## src/rtl/data_mem_param.sv

```systemverilog
// Parametrised single-port data memory: byte-enable writes, two-stage registered
// response, address checking, saturating error counter and a clear-on-reset sequencer.

module data_mem_lane (
  input  logic       be,
  input  logic [7:0] old_byte,
  input  logic [7:0] new_byte,
  output logic [7:0] merged
);
  assign merged = be ? new_byte : old_byte;
endmodule

module data_mem_param #(
  parameter int                DATA_W    = 32,
  parameter int                DEPTH     = 16,
  parameter int                ADDR_W    = 32,
  parameter int                WR_FIRST  = 0,
  parameter logic [DATA_W-1:0] CLEAR_VAL = '0
) (
  input  logic                clk,
  input  logic                reset,
  input  logic                req_valid,
  output logic                req_ready,
  input  logic                req_write,
  input  logic [ADDR_W-1:0]   req_addr,
  input  logic [DATA_W-1:0]   req_wdata,
  input  logic [DATA_W/8-1:0] req_be,
  output logic                rsp_valid,
  output logic [DATA_W-1:0]   rsp_rdata,
  output logic                rsp_err,
  output logic                busy,
  output logic [7:0]          err_count
);
  localparam int NUM_LANES = DATA_W / 8;
  localparam int OFF       = $clog2(NUM_LANES);
  localparam int IDX       = $clog2(DEPTH);

  typedef logic [NUM_LANES-1:0][7:0] word_t;
  typedef enum logic {CLEAR, RUN} state_t;

  state_t           state, state_nxt;
  logic [IDX-1:0]   clr_cnt;
  logic             clr_we;

  logic [IDX-1:0]   idx;
  logic             mis, oor, acc, acc_err, acc_we;
  word_t            mem [DEPTH];
  word_t            rd_word, wdata_b, merged;

  logic [1:0]       vld_pipe;
  logic             s1_err;
  word_t            s1_data;

  // ---------------- clear sequencer / request gating ----------------
  always_ff @(posedge clk) begin
    if (reset) begin
      state   <= CLEAR;
      clr_cnt <= '0;
    end else begin
      state <= state_nxt;
      if (clr_we) clr_cnt <= clr_cnt + 1'b1;
    end
  end

  always_comb begin
    state_nxt = state;
    req_ready = 1'b0;
    busy      = 1'b0;
    clr_we    = 1'b0;
    case (state)
      CLEAR: begin
        busy   = 1'b1;
        clr_we = 1'b1;
        if (clr_cnt == IDX'(DEPTH - 1)) state_nxt = RUN;
      end
      RUN:     req_ready = 1'b1;
      default: state_nxt = CLEAR;
    endcase
  end

  // ---------------- address decode ----------------
  assign idx = req_addr[OFF+IDX-1:OFF];

  if (OFF > 0) begin : g_mis
    assign mis = |req_addr[OFF-1:0];
  end else begin : g_nomis
    assign mis = 1'b0;
  end

  if (ADDR_W > OFF + IDX) begin : g_oor
    assign oor = |req_addr[ADDR_W-1:OFF+IDX];
  end else begin : g_nooor
    assign oor = 1'b0;
  end

  assign acc     = req_valid && req_ready;
  assign acc_err = mis || oor;
  assign acc_we  = acc && req_write && !acc_err;

  // ---------------- storage and byte merge ----------------
  assign rd_word = mem[idx];
  assign wdata_b = req_wdata;

  for (genvar i = 0; i < NUM_LANES; i++) begin : g_lane
    data_mem_lane u_lane (
      .be       (req_be[i]),
      .old_byte (rd_word[i]),
      .new_byte (wdata_b[i]),
      .merged   (merged[i])
    );
  end

  // Memory is not reset; the clear sequence runs once reset drops.
  always_ff @(posedge clk) begin
    if (!reset) begin
      if (clr_we)      mem[clr_cnt] <= CLEAR_VAL;
      else if (acc_we) mem[idx]     <= merged;
    end
  end

  // ---------------- response pipeline ----------------
  // Memory is updated on the accept edge, so a following read already sees it.
  always_ff @(posedge clk) begin
    if (reset) begin
      vld_pipe  <= '0;
      s1_err    <= 1'b0;
      s1_data   <= '0;
      rsp_rdata <= '0;
      rsp_err   <= 1'b0;
      err_count <= '0;
    end else begin
      vld_pipe <= {vld_pipe[0], acc};
      if (acc) begin
        s1_err <= acc_err;
        if (acc_err)                         s1_data <= '0;
        else if (req_write && WR_FIRST != 0) s1_data <= merged;
        else                                 s1_data <= rd_word;
      end
      rsp_rdata <= vld_pipe[0] ? DATA_W'(s1_data) : '0;
      rsp_err   <= vld_pipe[0] && s1_err;
      if (vld_pipe[0] && s1_err && err_count != 8'hFF)
        err_count <= err_count + 8'd1;
    end
  end

  assign rsp_valid = vld_pipe[1];

endmodule
```

## config.mk

```make
export PLATFORM = sky130hd
export DESIGN_NAME = data_mem_param
export DESIGN_NICKNAME = d
export VERILOG_FILES = /design/src/rtl/data_mem_param.sv
export SDC_FILE = /design/constraint.sdc
export NUM_CORES = 1
export LEC_CHECK = 0
export CAP_MARGIN = 5
export CORE_MARGIN = 2
export CORE_UTILIZATION = 40
export DETAILED_ROUTE_END_ITERATION = 12
export GPL_TIMING_DRIVEN = 0
export HOLD_SLACK_MARGIN = 0.1
export PLACE_DENSITY = 0.65
export SETUP_SLACK_MARGIN = 0.1
export SYNTH_ARGS = -nofsm -noshare
export SYNTH_HDL_FRONTEND = slang
export SYNTH_SLANG_ARGS = --single-unit
export TNS_END_PERCENT = 50
```

## constraint.sdc

```tcl
create_clock -name clk -period 11.5 [get_ports clk]
set_input_delay 3.45 -clock clk [delete_from_list [all_inputs] [get_ports clk]]
set_output_delay 3.45 -clock clk [all_outputs]
set_load 0.01 [all_outputs]
```

==> results of run 1 <==
[cells by family after synthesis]
family,share of synthesized area
adders and majority gates,0.00110
buffers and inverters,0.0173
muxes,0.128
and+or+nand+nor,0.0621
DFF,0.747
xor gates and xnor gates,0.00308
AOI/OAI and AO/OA,0.0419
[sequential cells by signal, indices dropped and copies added, names as in the netlist]
| signal | cells |
|---|---|
| s1_data | 32 |
| err_count | 8 |
| state | 1 |
| mem | 512 |
| rsp_err | 1 |
| rsp_rdata | 32 |
| s1_err | 1 |
| clr_cnt | 4 |
| vld_pipe | 2 |
[power by group]
group	switching (mW)	leakage [nW]	internal, mW
Combinational	0.116	2.63	0.0907
Sequential	0.00529	5.90	2.33
Clock	0.788	0.859	0.990
[path summary, 6_finish.rpt]
check	start	slack (ns)	depth (start not counted)	endpoint
min	s1_data[30]	0.46	1	rsp_rdata[30]
max	req_addr[17]	4.77	8	mem[8][11]
max reg2reg	state	7.68	8	mem[8][11]
min reg2reg	s1_data[30]	0.46	1	rsp_rdata[30]
[per-stage QoR]
| step | util | power [mW] | std cells |
|---|---|---|---|
| 2_1_floorplan | - | 2.50 | 1231 |
| 3_3_place_gp | 0.441 | 2.58 | 2096 |
| 3_5_place_dp | 0.457 | 2.59 | 2132 |
| 4_1_cts | 0.489 | 4.35 | 2239 |
| 5_1_grt | 0.489 | 4.44 | 2239 |
| 6_report | 0.489 | 4.32 | 2239 |
[cell usage in the layout, fill, tap and decap left out, drive strengths merged, types with 2 or more instances in the layout]
master / count
mux4: 128
o31ai: 16
nor2: 14
ha: 2
xnor2: 6
xor2: 2
clkbuf: 130
nor4b: 3
nand3: 9
inv: 2
buf: 68
edfxtp: 512
nand4: 34
mux2i: 2
a2111oi: 2
and2: 35
nor4: 8
nor2b: 6
a22o: 32
nand2b: 2
clkdlybuf4s50: 109
and3: 3
dfxtp: 81
and4: 2
a21oi: 36
nand3b: 3
clkinv: 17
nand2: 177
a41o: 32
[metal layers]
metal | part of all wire | global-route usage
met5 | 0 | 0
met4 | 0.030 | 0.0659
met3 | 0.067 | 0.0315
met2 | 0.49 | 0.306
met1 | 0.42 | 0.259
[layout make-up]
| cell class | instances | area (um2) |
|---|---|---|
| clock inverters | 18 | 109 |
| flip-flops and latches | 593 | 17000 |
| multi-input cells | 563 | 5590 |
| repair buffers | 145 | 1810 |
| inverters | 2 | 7.51 |
| fillers | 4627 | 28800 |
| plain buffers | 73 | 385 |
| well taps | 756 | 946 |
| clock buffers | 89 | 1660 |
==> out/metrics.cfg, run 1 <==
[status]
status=completed

[critical_path]
critPathMostFrequentCell=buf_16
critPathMaxStageDelay_ns=0.99
critPathMaxFanout=12
cp_top_family=buffers and inverters
worstPathBufferInverterCount=4
worstPathArrival_ns=7.04
cp-start-kind=primary input
path_cells=clkdlybuf4s50_1 > nor4_1 > and4_1 > nand3_1 > clkbuf_1 > o31ai_4 > buf_16 > buf_16
critPathKind=primary input to flip-flop
cp-end-kind=flip-flop
cpMaxStageDelayCell=o31ai_4
crit_required_ns=11.81

[die]
core_um2=56300
die_x_um=243
io_pins=116
fp.dieArea_um2=58800
placementRows=87
start_util=0.404
die_y_um=243

[placement]
dp.final_hpwl_um=36600
place_congestion=0.795
port_buffers=109
placement.cell_area_um2=25700
pre_cts_slack_ns=4.11

[power_and_ir_drop]
powerDensity_nw_per_um2=157
power_leakage_nw=9.39
ir_drop_v=0.000113

[global_routing]
grt_pass1_wl_um=81500
antenna_found_initial=0
grt_use_total=0.188
grt_pass1_vias=12771
grt_remaining_overflow=0
grt_max_degree=17

[sta]
rsz0062_at_grt=no
tns_ns=0
finalClockSkew_ns=0.0253
period_share=0.585
final.setup.worst_slack_ns=4.77
min_period_ns=6.73
hold_viol_final=0
setup_viol=0
relSlewSlack=0.196
worstMarginPinSlew_ns=1.21
finalMaxSlewViolations=0
fmax_mhz=149
hold_ws_ns=0.459

[logic_synthesis]
syn_inst=1231
synth_edf_count=512
netlist_area_um2=22800
ys_seq_elements=593
synth_top_area_share=0.676
yosysMostFrequentCell=edfxtp_1
synth_common_cells=512 x edfxtp_1, 177 x nand2_1, 128 x mux4_2
synth.distinct_cells=39
async_reset_ff_frac=0
yosysWarnings=0
synthFlopType=edfxtp_1
avgSynthCellArea_um2=18.5
syn_nets=1305
synth_top_area_cell=edfxtp_1
yosys-top-cells-area=edfxtp_1 68%, mux4_2 13%, dfxtp_1 7.1%, nand2_1 2.9%, a41o_1 1.4%
ys_seq_area_frac=0.747

[finish]
final_area_um2=27500
drive_above_1_share=0.194
antenna_cells=0
nets=1510
syn2layout_area_growth_pct=20.8

[worst_hold_path]
hp-class=flip-flop to flip-flop

[routing]
wire_per_inst_um=24.7
vias_per_cell=5.56
drtIter0Drc=1335
drc=0
antenna_left=0
num_vias=12458
routed_wl_um=55200
drt_pass1_iterations=5

[clock_tree]
cts_setup_buffers=0
clk_latency_ns=0.62
ctsHoldBuffers=0
cts.clk_slew.worst_paths_ns=0.06
postCtsResizedCells=0
numCtsBuffers=58
cts-htree-levels=2
cts_buffer_depth=3
cts_root_buffer=clkbuf_16
cts.sinks=593
tritoncts=yes

[run]
drv_cap=0

(Power assumes the default switching activity.)
==> run 2, diff against run 1 <==
--- a/config.mk
+++ b/config.mk
@@ -11,7 +11,7 @@
 export DETAILED_ROUTE_END_ITERATION = 12
 export GPL_TIMING_DRIVEN = 0
 export HOLD_SLACK_MARGIN = 0.1
-export PLACE_DENSITY = 0.65
+export PLACE_DENSITY = 0.67
 export SETUP_SLACK_MARGIN = 0.1
 export SYNTH_ARGS = -nofsm -noshare
 export SYNTH_HDL_FRONTEND = slang
==> constraint.sdc (replaced) <==
create_clock -name clk -period 5.5 [get_ports clk]
set_input_delay 1.65 -clock clk [delete_from_list [all_inputs] [get_ports clk]]
set_output_delay 1.65 -clock clk [all_outputs]
set_load 0.01 [all_outputs]
==> out/metrics.cfg, run 2 (synthesis results as in run 1) <==
[sta]
setup_viol=0  ; unchanged
hold_ws_ns=0.463  ; +0.00455 ns
finalClockSkew_ns=0.0165  ; -0.00882 ns
relSlewSlack=0.166  ; -0.0305
finalMaxSlewViolations=0  ; unchanged
rsz0062_at_grt=no
worstMarginPinSlew_ns=1.25  ; +0.0458 ns
fmax_mhz=192
min_period_ns=5.22
period_share=0.949
hold_viol_final=0  ; unchanged

[routing]
wire_per_inst_um=24.9  ; +0.88%
drtIter0Drc=1297  ; -2.8%
antenna_left=0  ; unchanged
num_vias=12528  ; +0.56%
routed_wl_um=55800  ; +1.0%
vias_per_cell=5.59  ; +0.43%
drc=0  ; unchanged
drt_pass1_iterations=5  ; unchanged

[die]
die_x_um=243  ; unchanged
die_y_um=243  ; unchanged
placementRows=87  ; unchanged
io_pins=116  ; unchanged
core_um2=56300  ; unchanged
fp.dieArea_um2=58800  ; unchanged
start_util=0.404  ; unchanged

[clock_tree]
postCtsResizedCells=0  ; unchanged
cts_setup_buffers=0  ; unchanged
numCtsBuffers=59  ; +1.7%
cts.sinks=593  ; unchanged
cts_root_buffer=clkbuf_16
ctsHoldBuffers=0  ; unchanged
cts-htree-levels=2  ; unchanged
clk_latency_ns=0.61  ; about the same
cts_buffer_depth=3  ; unchanged
cts.clk_slew.worst_paths_ns=0.06  ; about the same
tritoncts=yes

[critical_path]
crit_required_ns=5.81  ; -6.00 ns
critPathMaxFanout=13  ; +1
startpoint=req_addr[19]
r2r_cells=8  ; unchanged
cp-start-kind=primary input
worstPathArrival_ns=5.53  ; -1.51 ns
r2r-start=state
cp-end-kind=flip-flop
critPathKind=primary input to flip-flop

[global_routing]
grt_pass1_wl_um=82300  ; +0.96%
grt_pass1_vias=12798  ; +0.21%
grt_remaining_overflow=0  ; unchanged
grt_max_degree=17  ; unchanged
antenna_found_initial=0  ; unchanged
grt_use_total=0.189  ; +0.000208

[run]
drv_cap=0  ; unchanged

[finish]
reg.largest.list=mem x512, rsp_rdata x32, s1_data x32
largest_reg_flops=512  ; unchanged
nFillCells=4527  ; -2.2%
nets=1510  ; unchanged
antenna_cells=0  ; unchanged
syn2layout_area_growth_pct=22.0
layout_common_cells=512 x edfxtp_1, 177 x nand2_1, 128 x mux4_2
drive_above_1_share=0.203  ; +0.00836
final_common_cell=edfxtp_1
regMostFlops=mem
fin_util=0.493  ; +0.00474

[power_and_ir_drop]
finalPower_mw=9.47  ; +120%
powerDensity_nw_per_um2=341  ; +120%
p_int_mw=7.52  ; +120%
p_sw_frac=0.205  ; -0.00488
switchingPower_mw=1.95  ; +110%
power_leakage_nw=9.53  ; +1.4%
comb_power_share=0.046  ; -0.002
clockPowerShare=0.438  ; +0.027
seqPwrFrac=0.516  ; -0.025
ir_drop_v=0.000248  ; +120%

[placement]
port_buffers=109  ; unchanged
dp.final_hpwl_um=37800  ; +3.2%
place_congestion=0.784  ; -1.4%

[worst_hold_path]
min_from=s1_data[28]
hp-class=flip-flop to flip-flop
whs_path_depth=1  ; unchanged

[status]
status=completed

[run 2: changes by cell type in the layout (fill, tap and decap cells not counted), sizes merged]
cell,previous run,this run
buf,68,67
bufinv,0,8
clkbuf,130,120
clkinv,17,21
inv,2,4
[run 2: layout make-up]
cell class              instances  area (um2)  share of cell area
inverters                       2        7.51            0.000270
clock inverters                32         379              0.0137
flip-flops and latches        593       17000               0.612
plain buffers                  73         385              0.0139
well taps                     756         946              0.0341
clock buffers                  79        1630              0.0588
repair buffers                144        1830              0.0659
multi-input cells             563        5590               0.201
[run 2: path summary, 6_finish.rpt]
path / end / slack (ns)
worst max-delay path: mem[8][12] / 0.28
worst min-delay path: rsp_rdata[28] / 0.46
worst max register to register: mem[8][12] / 1.58
worst min register to register: rsp_rdata[28] / 0.46
[run 2: worst max-delay path, cell delays in order]
cell and delay (ns):
clkdlybuf4s50_1 0.42, nor4_1 0.46, and3_1 0.31, nand3_1 0.54
clkbuf_1 0.67, o31ai_4 1.04, buf_16 0.23, buf_16 0.16
[run 2: per-layer routing]
metal,global-route usage,vias up,wire (um)
li1,-,5376,-
met2,0.305,510,26700
met5,0,-,0
met4,0.0597,0,1540
met1,0.263,6537,23500
met3,0.0302,105,4040
[run 2: metrics by stage]
step	cell area, um2	setup TNS, ns	worst slack (ns)	std cells
6_report	27800	0	0.281	2242
5_1_grt	27800	0	0.234	2242
4_1_cts	27800	0	0.310	2242
3_5_place_dp	25700	-18.85	-0.321	2131
3_3_place_gp	24800	-1797.29	-3.97	2096
2_1_floorplan	22800	0	0.000316	1231
[run 2: power groups by stage]
stage	Combinational [mW]	Clock (mW)	Sequential (mW)
2_1_floorplan	0.234	0	4.98
3_3_place_gp	0.391	0	4.99
3_5_place_dp	0.435	0	4.98
4_1_cts	0.437	4.20	4.89
5_1_grt	0.458	4.38	4.89
6_report	0.435	4.15	4.89
==> run 3, diff against run 2 <==
==> constraint.sdc (replaced) <==
create_clock -name clk -period 4.35 [get_ports clk]
set_input_delay 1.305 -clock clk [delete_from_list [all_inputs] [get_ports clk]]
set_output_delay 1.305 -clock clk [all_outputs]
set_load 0.01 [all_outputs]
==> out/metrics.cfg, run 3 (synthesis results as in run 1) <==
[sta]
finalClockSkew_ns=0.0169  ; +0.000429 ns
finalMaxSlewViolations=0  ; unchanged
worstMarginPinSlew_ns=1.15  ; -0.102 ns
setup_viol=0  ; unchanged
fmax_mhz=239
rsz0062_at_grt=yes
hold_viol_final=0  ; unchanged
period_share=0.963
min_period_ns=4.19
relSlewSlack=0.234  ; +0.0683

[routing]
drt_pass1_iterations=5  ; unchanged
num_vias=12537  ; +0.072%
drc=0  ; unchanged
vias_per_cell=5.56  ; -0.55%
wire_per_inst_um=24.8  ; -0.15%
antenna_left=0  ; unchanged
routed_wl_um=56000  ; +0.48%
drtIter0Drc=1394  ; +7.5%

[die]
die_y_um=243  ; unchanged
core_um2=56300  ; unchanged
fp.dieArea_um2=58800  ; unchanged
die_x_um=243  ; unchanged
start_util=0.404  ; unchanged
io_pins=116  ; unchanged
placementRows=87  ; unchanged

[finish]
seq_area_um2=17000  ; unchanged
final_common_cell=edfxtp_1
reg.largest.list=mem x512, rsp_rdata x32, s1_data x32
largest_reg_flops=512  ; unchanged
final_cells=2256  ; +0.62%
fin_util=0.497  ; +0.00338
layout_common_cells=512 x edfxtp_1, 177 x nand2_1, 128 x mux4_2
antenna_cells=0  ; unchanged
nets=1524  ; +0.93%
regMostFlops=mem
nFillCells=4506  ; -0.46%
drive_above_1_share=0.219  ; +0.0161
final_area_um2=28000  ; +0.69%
syn2layout_area_growth_pct=22.8
multi_input_area_um2=5630  ; +0.83%

[critical_path]
crit_required_ns=4.62  ; -1.19 ns
worstPathArrival_ns=4.46  ; -1.07 ns
critPathMaxFanout=16  ; +3
cp-end-kind=flip-flop
cp-start-kind=primary input
regToRegSetupSlack_ns=1.08  ; -0.50 ns
critPathKind=primary input to flip-flop
rr_endpoint=mem[8][22]
r2r_cells=6  ; -2
r2r-start=state

[clock_tree]
cts.sinks=593  ; unchanged
cts_root_buffer=clkbuf_16
tritoncts=yes
cts_buffer_depth=3  ; unchanged
numCtsBuffers=59  ; unchanged
cts-htree-levels=2  ; unchanged
ctsHoldBuffers=0  ; unchanged
cts.clk_slew.worst_paths_ns=0.06  ; about the same
clk_latency_ns=0.62  ; about the same

[power_and_ir_drop]
p_int_mw=9.51  ; +26%
power_leakage_nw=9.61  ; +0.89%
p_sw_frac=0.206  ; +0.000516
ir_drop_v=0.000313  ; +26%
comb_power_share=0.046  ; about the same
seqPwrFrac=0.516  ; about the same
clockPowerShare=0.438  ; about the same
powerDensity_nw_per_um2=429  ; +26%
switchingPower_mw=2.47  ; +27%
finalPower_mw=12.0  ; +27%

[worst_hold_path]
min_to=rsp_rdata[18]
hp-class=flip-flop to flip-flop
min_from=s1_data[18]
whs_path_depth=1  ; unchanged

[placement]
port_buffers=109  ; unchanged
dp.final_hpwl_um=37800  ; unchanged
place_congestion=0.784  ; unchanged
place_inst=2131  ; unchanged
placement.cell_area_um2=25700  ; unchanged

[global_routing]
antenna_found_initial=0  ; unchanged
grt_pass1_vias=12855  ; +0.45%
grt_max_degree=17  ; unchanged
grt_use_total=0.189  ; +0.000709
grt_pass1_wl_um=82600  ; +0.39%
grt_remaining_overflow=0  ; unchanged

[status]
status=completed

[run]
drv_cap=0  ; unchanged

[run 3: cell count changes in the layout (fill, tap and decap cells not counted), moves of 3 or more]
cell and change:
a21oi_1 -11, a21oi_2 +11, buf_12 +3, buf_4 +11
[run 3: timing repair]
item,CTS,global route
pin swaps,9,0
setup buffers,14,0
endpoints found under the setup margin,300,448
gates cloned,0,0
resized for setup,2,11
[run 3: layout make-up]
type / instances / share of cell area
buffer: 73 / 0.0138
clock buffer: 79 / 0.0584
clock inverter: 32 / 0.0136
inverter: 2 / 0.000269
multi-input combinational: 563 / 0.201
sequential: 593 / 0.608
tap: 756 / 0.0338
timing repair buffer: 158 / 0.0705
[run 3: per-layer routing]
metal  global-route usage  wire length, um
met1                0.265            23700
met2                0.306            26800
met3               0.0294             3940
met4               0.0608             1540
met5                    0                0
[run 3: critical path: stages]
cell and delay (ns):
clkdlybuf4s50_1 0.42, nor4_1 0.45, and3_1 0.31, nand4_1 0.47, clkbuf_1 0.53, a21oi_1 0.95
[run 3: worst max-delay path by stage]
stage                  from         end  slack [ns]  depth (start not counted)
2_1_floorplan   req_addr[6]   mem[4][0]       -0.80                          5
3_3_place_gp   req_addr[19]  mem[3][17]       -4.77                          6
3_5_place_dp   req_addr[19]  mem[8][12]       -1.13                          8
4_1_cts        req_addr[19]   mem[9][9]        0.12                          6
5_1_grt        req_addr[19]  mem[5][11]       -0.04                          6
6_report       req_addr[19]  mem[8][22]        0.16                          6
[run 3: per-stage QoR]
stage               hold slack [ns]  setup TNS [ns]  setup WS, ns
floorplan                     0.431         -374.31        -0.805
global placement              0.447        -2343.32         -4.77
detailed placement            0.443         -470.68         -1.13
CTS                           0.463               0         0.123
global route                  0.479           -4.25       -0.0420
finish                        0.463               0         0.162
[run 3: power groups by stage]
stage	sequential, mW	combinational [mW]	clock, mW
global placement	6.31	0.495	0
detailed placement	6.30	0.550	0
floorplan	6.30	0.296	0
finish	6.18	0.554	5.25
global route	6.18	0.585	5.54
CTS	6.18	0.555	5.31
